$ cat src/rtl/mips_pkg.sv
// rtl/mips_pkg.sv - shared fetch-stage types and constants
package mips_pkg;

    typedef enum logic [1:0] {
        IDLE = 2'd0,
        REQ  = 2'd1,
        HOLD = 2'd2,
        DROP = 2'd3
    } fetch_state_t;

    localparam int          PC_STEP   = 4;
    localparam logic [31:0] INSTR_NOP = 32'h0000_0000;

endpackage

$ cat src/rtl/pc_next_logic.sv
// rtl/pc_next_logic.sv - combinational next-pc select (hold / pc+4 / aligned redirect)
// Ports:
//   pc             current program counter
//   redirect_valid taken branch/jump; highest priority
//   redirect_pc    redirect target, low two bits ignored
//   advance        step to the sequential next instruction
//   pc_plus4       pc + 4, wrapping modulo 2^ADDR_W
//   pc_next        selected next program counter
module pc_next_logic #(
    parameter int ADDR_W = 32
) (
    input  logic [ADDR_W-1:0] pc,
    input  logic              redirect_valid,
    input  logic [ADDR_W-1:0] redirect_pc,
    input  logic              advance,
    output logic [ADDR_W-1:0] pc_plus4,
    output logic [ADDR_W-1:0] pc_next
);
    import mips_pkg::*;

    // Truncating add gives the wrap from the top word back to zero for free.
    assign pc_plus4 = pc + ADDR_W'(PC_STEP);

    always_comb begin
        pc_next = pc;
        if (redirect_valid) begin
            pc_next = {redirect_pc[ADDR_W-1:2], 2'b00};
        end else if (advance) begin
            pc_next = pc_plus4;
        end
    end

endmodule

$ cat src/rtl/instr_fetch_unit.sv
// rtl/instr_fetch_unit.sv - fetch stage: pc register, imem req/ack, redirect squash
// Ports:
//   clock, reset_n          rising-edge clock, async active-low reset
//   imem_req/addr           fetch request, address held until imem_ack
//   imem_ack/rdata          response strobe and instruction word
//   instr/instr_pc/pc4      fetched word, its address, address + 4
//   instr_valid/ready       handshake to the datapath
//   redirect_valid/pc       taken branch/jump from the core
module instr_fetch_unit #(
    parameter int              ADDR_W   = 32,
    parameter logic [ADDR_W-1:0] RESET_PC = '0
) (
    input  logic              clock,
    input  logic              reset_n,
    output logic              imem_req,
    output logic [ADDR_W-1:0] imem_addr,
    input  logic              imem_ack,
    input  logic [31:0]       imem_rdata,
    output logic [31:0]       instr,
    output logic [ADDR_W-1:0] instr_pc,
    output logic [ADDR_W-1:0] instr_pc4,
    output logic              instr_valid,
    input  logic              instr_ready,
    input  logic              redirect_valid,
    input  logic [ADDR_W-1:0] redirect_pc
);
    import mips_pkg::*;

    fetch_state_t      state;
    logic [ADDR_W-1:0] pc;
    logic [ADDR_W-1:0] pc_plus4;
    logic [ADDR_W-1:0] pc_next;

    pc_next_logic #(.ADDR_W(ADDR_W)) u_pc_next (
        .pc             (pc),
        .redirect_valid (redirect_valid),
        .redirect_pc    (redirect_pc),
        .advance        ((state == HOLD) && instr_ready),
        .pc_plus4       (pc_plus4),
        .pc_next        (pc_next)
    );

    // pc always follows pc_next: it only differs from pc on a redirect (any
    // state) or a consume in HOLD. imem_addr is a separate register so that
    // it can keep the outstanding address while pc moves on in DROP.
    always_ff @(posedge clock or negedge reset_n) begin
        if (!reset_n) begin
            state       <= IDLE;
            pc          <= RESET_PC;
            imem_req    <= 1'b0;
            imem_addr   <= RESET_PC;
            instr       <= INSTR_NOP;
            instr_pc    <= RESET_PC;
            instr_pc4   <= RESET_PC + ADDR_W'(PC_STEP);
            instr_valid <= 1'b0;
        end else begin
            pc <= pc_next;
            case (state)
                IDLE: begin
                    state     <= REQ;
                    imem_req  <= 1'b1;
                    imem_addr <= pc_next;
                end
                REQ: begin
                    if (imem_ack && !redirect_valid) begin
                        instr       <= imem_rdata;
                        instr_pc    <= pc;
                        instr_pc4   <= pc_plus4;
                        instr_valid <= 1'b1;
                        imem_req    <= 1'b0;
                        state       <= HOLD;
                    end else if (imem_ack) begin
                        // Response is stale; reissue at the redirect target.
                        imem_addr <= pc_next;
                    end else if (redirect_valid) begin
                        state <= DROP;
                    end
                end
                HOLD: begin
                    if (redirect_valid || instr_ready) begin
                        state       <= REQ;
                        imem_req    <= 1'b1;
                        imem_addr   <= pc_next;
                        instr_valid <= 1'b0;
                    end
                end
                DROP: begin
                    if (imem_ack) begin
                        state     <= REQ;
                        imem_addr <= pc_next;
                    end
                end
                default: state <= IDLE;
            endcase
        end
    end

endmodule
$ cat config.mk
export PLATFORM = sky130hd
export DESIGN_NAME = instr_fetch_unit
export DESIGN_NICKNAME = d
export VERILOG_FILES = /design/src/rtl/mips_pkg.sv /design/src/rtl/pc_next_logic.sv /design/src/rtl/instr_fetch_unit.sv
export SDC_FILE = /design/constraint.sdc
export NUM_CORES = 1
export LEC_CHECK = 0
export ABC_CLOCK_PERIOD_IN_PS = 2600
export CAP_MARGIN = 20
export CORE_ASPECT_RATIO = 1.25
export CORE_MARGIN = 2
export CORE_UTILIZATION = 35
export DETAILED_ROUTE_END_ITERATION = 6
export GPL_TIMING_DRIVEN = 0
export PLACE_DENSITY_LB_ADDON = 0.05
export SYNTH_ARGS = -nofsm -noshare
export SYNTH_HDL_FRONTEND = slang
export SYNTH_SLANG_ARGS = --single-unit
$ cat constraint.sdc
create_clock -name clock -period 2.6 [get_ports clock]
set_input_delay 0.52 -clock clock [delete_from_list [all_inputs] [get_ports clock]]
set_output_delay 0.52 -clock clock [all_outputs]
set_load 0.005 [all_outputs]
# Word-level counts from Yosys, hierarchy flattened
# Cells that the tools add are included.
word_totals:
  ff_bits: 164
  inputBits: 69
  output_inout_bits: 130
  latchBits: 0
  n_memories: 0
  mem_bits_ro: 0
  ramBits: 0
  word_cells: 48
op_classes:
  multipliers: 0
  addsub: 1
  eq_ne: 9
  div: 0
  shift: 0
  bitwise_logic: 0
  magnitude_cmp: 0
  reduce_logical: 12
  n_mux: 18
op_table:
  columns: ["cell", "n"]
  rows:
  - ["2-to-1 mux 32 bit", 5]
  - ["case mux 32 bit (4 select lines)", 1]
  - ["adder 32 x 3 -> 32 bit (second input constant)", 1]
  - ["2-to-1 mux 2 bit", 5]
  - ["case mux 2 bit (4 select lines)", 1]
  - ["inequality test 2 bit (second input constant)", 3]
  - ["inequality test 3 bit (second input constant)", 2]
  - ["AND reduction 3 bit", 2]
  - ["== test 2 bit (second input constant)", 2]
  - ["2-to-1 mux 1 bit", 4]
  - ["AND reduction 2 bit", 2]
  - ["AND reduction 4 bit", 1]
  - ["case mux 1 bit (3 select lines)", 1]
  - ["nonzero test 3 bit", 1]
  - ["== test 2 x 1 -> 1 bit (second input constant)", 1]
  - ["logical AND 1 bit", 2]
  - ["zero test 2 bit", 1]
  - ["inequality test 2 x 1 -> 1 bit (second input constant)", 1]
  - ["case mux 1 bit (2 select lines)", 1]
  - ["nonzero test 2 bit", 1]
  - ["zero test 1 bit", 1]
  - ["logical OR 1 bit", 1]

# Depth between registers and ports, before layout
# Gate-level depths: netlist of run 1.
logic_depth:
  ltp_word: 7
  depth_mapped: 7
  mapped_depth_nobuf: 6

# Hierarchy
# From an unflattened synthesis of run 1, not the netlist that was laid out.
hier_totals:
  hier_cells: 585
  area_unflattened_um2: 7532.2
by_module_without_submodules:
  columns: ["mod", "cells_each", "area_each_um2", "seq_area_each_um2", "instances"]
  rows:
  - ["instr_fetch_unit", 333, 6030.8, 4105.2, 1]
  - ["pc_next_logic", 252, 1501.4, 0.0, 1]

# Worst setup path after synthesis of run 1
# No wires, ideal clock.
synth_path:
  path_kind: "reg2reg"
  start: "register pc[2]"
  end: "register imem_addr[28]"
  setup_time_ps: 130
  period_less_slack_ps: 2204
  t_required_ps: 2470
  slack_ps: 396
  n_path_buf: 1
  path_stages_with_launch: 8
  t_arrival_ps: 2074
  cell_sequence: "dfrtp_1 -> ha_1 -> nand3_1 -> or4_1 -> buf_2 -> or4_1 -> a21oi_1 -> o31ai_1"
synth_via:
  elab_chain_cells: 6
  elab_cells_between_ends: 7
  cone_classes: "add/sub (1); mux (6)"
synth_rtl:
  columns: ["item", "line", "rtl"]
  rows:
  - ["start, declared", "instr_fetch_unit.sv:30", "logic [ADDR_W-1:0] pc;"]
  - ["start signal, assigned", "instr_fetch_unit.sv:57", "pc <= pc_next;"]
  - ["adder 32 x 3 -> 32 bit (*)", "pc_next_logic.sv:22", "assign pc_plus4 = pc + ADDR_W'(PC_STEP);"]
  - ["2-to-1 mux 32 bit (*)", "pc_next_logic.sv:28", "end else if (advance) begin"]
  - ["2-to-1 mux 32 bit (*)", "pc_next_logic.sv:26", "if (redirect_valid) begin"]
  - ["2-to-1 mux 32 bit", "instr_fetch_unit.sv:72, instr_fetch_unit.sv:88", null]
  - ["2-to-1 mux 32 bit", "instr_fetch_unit.sv:65", "if (imem_ack && !redirect_valid) begin"]
  - ["case mux 32 bit (4 select lines) (*)", "instr_fetch_unit.sv:58", "case (state)"]
  - ["end signal, assigned", "instr_fetch_unit.sv:62", "imem_addr <= pc_next;"]
  - ["end signal, assigned", "instr_fetch_unit.sv:74", "imem_addr <= pc_next;"]
  - ["end signal, assigned", "instr_fetch_unit.sv:90", "imem_addr <= pc_next;"]
  - ["end, declared", "instr_fetch_unit.sv:16", "output logic [ADDR_W-1:0] imem_addr,"]
# Every way passes the cells marked *; elsewhere a longest branch is shown, timed or not. The select of a mux whose other input is x is not followed.
# A chain may end at the register's enable or synchronous reset.

# Worst setup path after layout of run 1
layout_path:
  start: "input instr_ready"
  end: "register imem_addr[23]"
layout_via:
  elab_chain_cells: 6
  elab_cells_between_ends: 10
  cone_classes: "eq/ne (1); mux (6); reduce/logical (3)"
layout_rtl:
  columns: ["item", "line", "rtl"]
  rows:
  - ["start, declared", "instr_fetch_unit.sv:23", "input logic instr_ready,"]
  - ["logical AND 1 bit (*)", "instr_fetch_unit.sv:38", ".advance ((state == HOLD) && instr_ready),"]
  - ["2-to-1 mux 32 bit (*)", "pc_next_logic.sv:28", null]
  - ["2-to-1 mux 32 bit (*)", "pc_next_logic.sv:26", null]
  - ["net pc_next[23]", "instr_fetch_unit.sv:32", "logic [ADDR_W-1:0] pc_next;"]
  - ["2-to-1 mux 32 bit", "instr_fetch_unit.sv:72, instr_fetch_unit.sv:88", null]
  - ["2-to-1 mux 32 bit", "instr_fetch_unit.sv:65", null]
  - ["case mux 32 bit (4 select lines) (*)", "instr_fetch_unit.sv:58", null]
# The timed path passes the listed nets; every way through them passes the cells marked *. The select of a mux whose other input is x is not followed.

==> impl_metrics.tcl, run 1 <==
set metrics [dict create \
    status "finished with violations" \
    violations "negative hold slack" \
    drt_iter0_markers 301 \
    die_w_um 133 \
    drt_first_pass_iters 4 \
    grt_use_total_pct 20.5 \
    dpl.hpwl_um 15700 \
    grt_pass1_vias 6350 \
    grt_pass1_wl_um 34500 \
    hp-class "primary input to async pin" \
    cp-startpoint "instr_ready" \
    ctsHoldBuffers 0 \
    wire_per_inst_um 16.9 \
    drt_wl_total_um 21700 \
    die-area_um2 21900 \
    synthFlopType "dfrtp_1" \
    worstSetupPathType "primary input to register" \
    final-setup-viol-count 0 \
    required_ps 2910 \
    num-fill-cells 1941 \
    row_count 58 \
    vias 6209 \
    synth-edff-count 0 \
    cts_sinks 162 \
    syn_nets 855 \
    nets 1070 \
    multiInputGateArea_um2 2970 \
    routabilityCongestion 0.794 \
    stdcell_area_um2 10200 \
    syn_area_um2 7260 \
    mostFrequentLayoutCell "nand2_1" \
    grt_max_degree 112 \
    clock_latency_ps 430 \
    max-vdd-ir-drop_mv 0.461 \
    routed_via_density 4.84 \
    antenna_left 0 \
    path_max_fanout 10 \
    hold_violations 8 \
    power_leakage_nw 4.41 \
    slew_headroom_pct 45.9 \
    clock_skew_ps 8.16 \
    regArea_um2 4060 \
    path_clk_slew_ps 70 \
    cts_buffers 17 \
    syn_inst 785 \
    drc_errors 0 \
    synth.top_cell.area_share_pct 55.5 \
    finalPower_mw 8.38 \
    die_h_um 165 \
    rsz0062_at_grt "false" \
    mostFrequentLayoutCells "nand2_1, clkdlybuf4s50_1, dfrtp_1, o21ai_0, clkbuf_1" \
    cp-end-kind "register" \
    finalCritPeriodShare_pct 95.5 \
    drive_gt1_share_pct 7.60 \
    cts_tree "built" \
    seq_area_frac_synth_pct 55.9 \
    start_util_pct 35.8 \
    slew_violations 0 \
    avgSynthCellArea_um2 9.25 \
    synth-seq-cells 162 \
    fin_hold_ws_ps -19.0 \
    ys_async_sr_fraction_pct 100 \
    root_buffer "clkbuf_16" \
    synth_top_area_cell "dfrtp_1" \
    finalCriticalPeriod_ps 2480 \
    n_antenna_cell 0 \
    portBuffers 195 \
    ioPinCount 199 \
    timing.rr.start "pc[3]$_DFF_PN0_" \
    power_density_nw_per_um2 821 \
    areaGrowthSynthToFinish_pct 40.7 \
    fp.coreArea_um2 20200 \
    tightest_slew_ps 811 \
    antenna_found_initial 1 \
    h-tree-depth 4 \
    startpoint_type "primary input" \
    synth.distinct_cells 47 \
    arrival_ps 2790 \
    yosys_warnings 0 \
    cap_violations 0 \
    synth_area_leaders "dfrtp_1, nand2_1, xnor2_1" \
    setup-tns-final_ps 0 \
    fmax_mhz 403 \
    placed_area_um2 9580 \
    grt_overflow 0 \
    final_core_util_pct 50.4 \
    clock_path_buffers 2 \
]
-- power by group --
part	internal, mW	switching, mW
clock	1.50	1.07
sequential	3.13	0.368
combinational	1.38	0.938
-- synth_stat cells (2+ instances only) --
library cell  count
xnor2_1          32
nand3_1          20
a31oi_1           2
buf_2             9
nand2_1         276
nand4_1          11
o31a_1            3
or3_1             3
o221ai_1          9
mux2i_1           2
nand3b_1          4
or4_1             3
and3_1            4
nand2b_1          3
nor2_1           30
mux2_2           17
inv_1             7
or2_2             2
nor4_1            7
nor2b_1           5
xor2_1           16
nor3_1           22
o31ai_1           5
dfrtp_1         161
buf_1             8
and4_1            5
o21ai_0          48
buf_4             2
clkbuf_1         37
o21a_1            3
a21oi_1          13
-- worst paths after layout --
kind / end / slack [ps] / cells past startpoint
worst max-delay path: imem_addr[23]$_DFFE_PN0P_ / 120 / 6
worst min-delay path: instr[1]$_DFFE_PN0P_ / -20 / 1
worst max register to register: imem_addr[28]$_DFFE_PN0P_ / 120 / 7
worst min register to register: instr[8]$_DFFE_PN0P_ / 470 / 2
max in group asynchronous: instr_pc4[21]$_DFFE_PN0P_ / 1710 / 2
min in group clock: instr[8]$_DFFE_PN0P_ / 470 / 2
-- logic make-up after synthesis --
| logic type | synth area share [%] |
|---|---|
| AOI/OAI and AO/OA | 7.14 |
| xor gates and xnor gates | 5.79 |
| adders and majority gates | 0.172 |
| buffers and inverters | 3.57 |
| DFF | 55.9 |
| muxes | 2.91 |
| and+or+nand+nor | 24.5 |
-- metal layers --
metal / vias to the layer above / wire (µm) / GRT usage [%]
li1: 3030 / - / -
met1: 3003 / 9150 / 24.7
met2: 154 / 11100 / 36.3
met3: 20 / 1140 / 5.19
met4: 2 / 274 / 5.87
met5: - / 12 / 0
-- state kept, by name, summed over array words and instances, names as in the netlist --
name / cells
imem_addr: 32
instr: 32
instr_pc: 32
pc: 32
instr_pc4: 30
state: 2
imem_req: 1
instr_valid: 1
-- critical path, stage by stage --
cell,delay (ps)
clkdlybuf4s50_1,610
nand3b_1,480
nor3_2,530
a21oi_1,120
o31a_1,280
mux2_2,260
-- metrics by stage --
stage          hold WS [ps]  setup WS, ps  instances
2_1_floorplan           224           396        785
3_3_place_gp            448         -6090       1250
3_5_place_dp            457          -530       1251
4_1_cts                2.09          2.46       1282
5_1_grt                16.7          8.14       1283
6_report              -19.0           118       1283
-- layout make-up --
type,instances,area share (%)
Buffer,54,2.18
Tap cell,270,3.31
Clock inverter,10,1.21
Multi-Input combinational cell,559,29.1
Clock buffer,22,4.64
Inverter,8,0.294
Sequential cell,162,39.7
Timing Repair Buffer,198,19.6
-- what timing repair did --
action                     4_1_cts  5_1_grt
resized for setup                3        5
buffers inserted                 0        2
setup endpoints to repair       25       63
pin swaps                        0        2
hold endpoints to repair         0        0
Note: power is estimated with default switching activity, not from simulation.
==> run 2: changes to the inputs <==
- CORE_UTILIZATION: 35 -> 40
==> run 2 against run 1 <==
The run now ends clean. Clock skew about the same. First-iteration DRC count down 1.3%. Critical path type unchanged. Global-route usage up 1.2 points. Highest routed layer is now met4. Worst hold slack better by 36 ps. Largest cell class unchanged. Register-to-register slack better by 110 ps. Via count down 0.79%. Total power is essentially flat.
==> impl_metrics.tcl, run 2 (synthesis results as in run 1) <==
set metrics [dict create \
    drive_gt1_share_pct 8.17 \
    areaGrowthSynthToFinish_pct 40.5 \
    rsz0062_at_grt "false" \
    cp_slowest_cell "clkdlybuf4s50_1" \
    path_buf_inv 1 \
    nets 1073 \
    vias 6160 \
    stdcell_area_um2 10200 \
    slew_headroom_pct 54.4 \
    arrival_ps 2750 \
    ctsHoldBuffers 0 \
    clock_latency_ps 430 \
    drt_first_pass_iters 4 \
    hp-class "primary input to async pin" \
    dpl.hpwl_um 15000 \
    path_clk_slew_ps 70 \
    h-tree-depth 4 \
    worst-r2r-setup-slack_ps 230 \
    critical_path.cell_chain "clkdlybuf4s50_1 -> nand3b_1 -> nor3_2 -> a21oi_1 -> o31a_1 -> mux2_2" \
    grt_max_degree 96 \
    row_count 55 \
    grt_pass1_vias 6208 \
    cap_violations 0 \
    grt_overflow 0 \
    finalCriticalPeriod_ps 2440 \
    mostFrequentLayoutCells "nand2_1, clkdlybuf4s50_1, dfrtp_1, o21ai_0, clkbuf_1" \
    startpoint_type "primary input" \
    finalCritPeriodShare_pct 93.7 \
    critical_path.top_delay_family "simple AND/OR/NAND/NOR gates" \
    worstSetupPathType "primary input to register" \
    path_max_fanout 10 \
    drc_errors 0 \
    routed_via_density 4.95 \
    n_antenna_cell 0 \
    fmax_mhz 411 \
    start_util_pct 40.4 \
    fin_hold_ws_ps 16.8 \
    placed_area_um2 9530 \
    cts_sinks 162 \
    status "finished clean" \
    grt_pass1_wl_um 32900 \
    wire_per_inst_um 16.4 \
    antenna_left 0 \
    clock_path_buffers 2 \
    slew_violations 0 \
    die_h_um 155 \
    fp.coreArea_um2 18000 \
    setup-tns-final_ps 0 \
    required_ps 2910 \
    drt_wl_total_um 20500 \
    root_buffer "clkbuf_16" \
    die_w_um 124 \
    grt_use_total_pct 21.7 \
    mostFrequentLayoutCell "nand2_1" \
    drt_iter0_markers 297 \
    portBuffers 195 \
    die-area_um2 19200 \
    clock_skew_ps 7.92 \
    cp-end-kind "register" \
    routabilityCongestion 0.891 \
    cts_buffers 17 \
    ioPinCount 199 \
    max-vdd-ir-drop_mv 0.413 \
    antenna_found_initial 0 \
    power_density_nw_per_um2 822 \
    num-fill-cells 1672 \
    tightest_slew_ps 683 \
    cts_tree "built" \
    crit_path_max_incr_delay_ps 620 \
    finalPower_mw 8.39 \
    hold_violations 0 \
    power_leakage_nw 4.43 \
    final-setup-viol-count 0 \
]
run 2: changes by cell type in the layout (fill, tap and decap cells not counted), sizes merged:
cell      previous run  this run
buf                 23        26
clkbuf              57        55
clkinvlp             2         4
inv                 10         8
bufinv               2         3
clkinv               4         5
run 2: area by class of cell:
| class | count | area [µm²] | area share (%) |
|---|---|---|---|
| Multi-Input combinational cell | 559 | 2970 | 29.1 |
| Tap cell | 228 | 285 | 2.80 |
| Timing Repair Buffer | 201 | 2020 | 19.8 |
| Inverter | 8 | 30.0 | 0.294 |
| Sequential cell | 162 | 4060 | 39.8 |
| Clock buffer | 20 | 457 | 4.48 |
| Clock inverter | 12 | 156 | 1.53 |
| Buffer | 54 | 224 | 2.20 |
run 2: where the power goes:
group / switching, mW / total [mW] / internal, mW
Combinational: 0.919 / 2.30 / 1.38
Sequential: 0.368 / 3.50 / 3.13
Clock: 1.03 / 2.60 / 1.56
Total: 2.32 / 8.39 / 6.07
run 2: per-layer routing:
| metal | routed length [µm] | part of all wire, % | vias up | track usage, % |
|---|---|---|---|---|
| met5 | 0 | 0 | - | 0 |
| met3 | 1030 | 5.0 | 28 | 5.12 |
| li1 | - | - | 3034 | - |
| met4 | 418 | 2.0 | 0 | 6.69 |
| met2 | 10300 | 50 | 169 | 37.1 |
| met1 | 8750 | 43 | 2929 | 27.3 |
run 2: through the flow:
stage,instances,utilization (%),worst slack [ps]
floorplan,785,-,396
global placement,1208,52.9,-5890
detailed placement,1209,53.0,-504
CTS,1240,56.4,12.2
global route,1244,56.8,26.6
finish,1244,56.8,165
run 2: worst register-to-register path: stages (launching register included):
cell     delay [ps]
dfrtp_1         430
ha_2            270
nand3_2         150
or4_1           480
buf_2           180
or4_1           410
a21oi_1         210
o31ai_1         110
run 2: path summary, 6_finish.rpt:
kind | to | depth (start not counted) | startpoint
setup / recovery | imem_addr[23]$_DFFE_PN0P_ | 6 | instr_ready
hold reg to reg | instr_pc[0]$_DFFE_PN0P_ | 2 | pc[0]$_DFF_PN0_
setup reg to reg | imem_addr[28]$_DFFE_PN0P_ | 7 | pc[3]$_DFF_PN0_
min in group clock | instr_pc[0]$_DFFE_PN0P_ | 2 | pc[0]$_DFF_PN0_
hold / removal | instr[1]$_DFFE_PN0P_ | 1 | reset_n
max in group asynchronous | instr_pc[31]$_DFFE_PN0P_ | 2 | reset_n
run 2: timing repair:
| item | CTS | global route |
|---|---|---|
| resized for setup | 0 | 11 |
| cloned | 0 | 0 |
| pin swaps | 0 | 2 |
| endpoints found under the setup margin | 11 | 79 |
| buffers inserted | 0 | 5 |
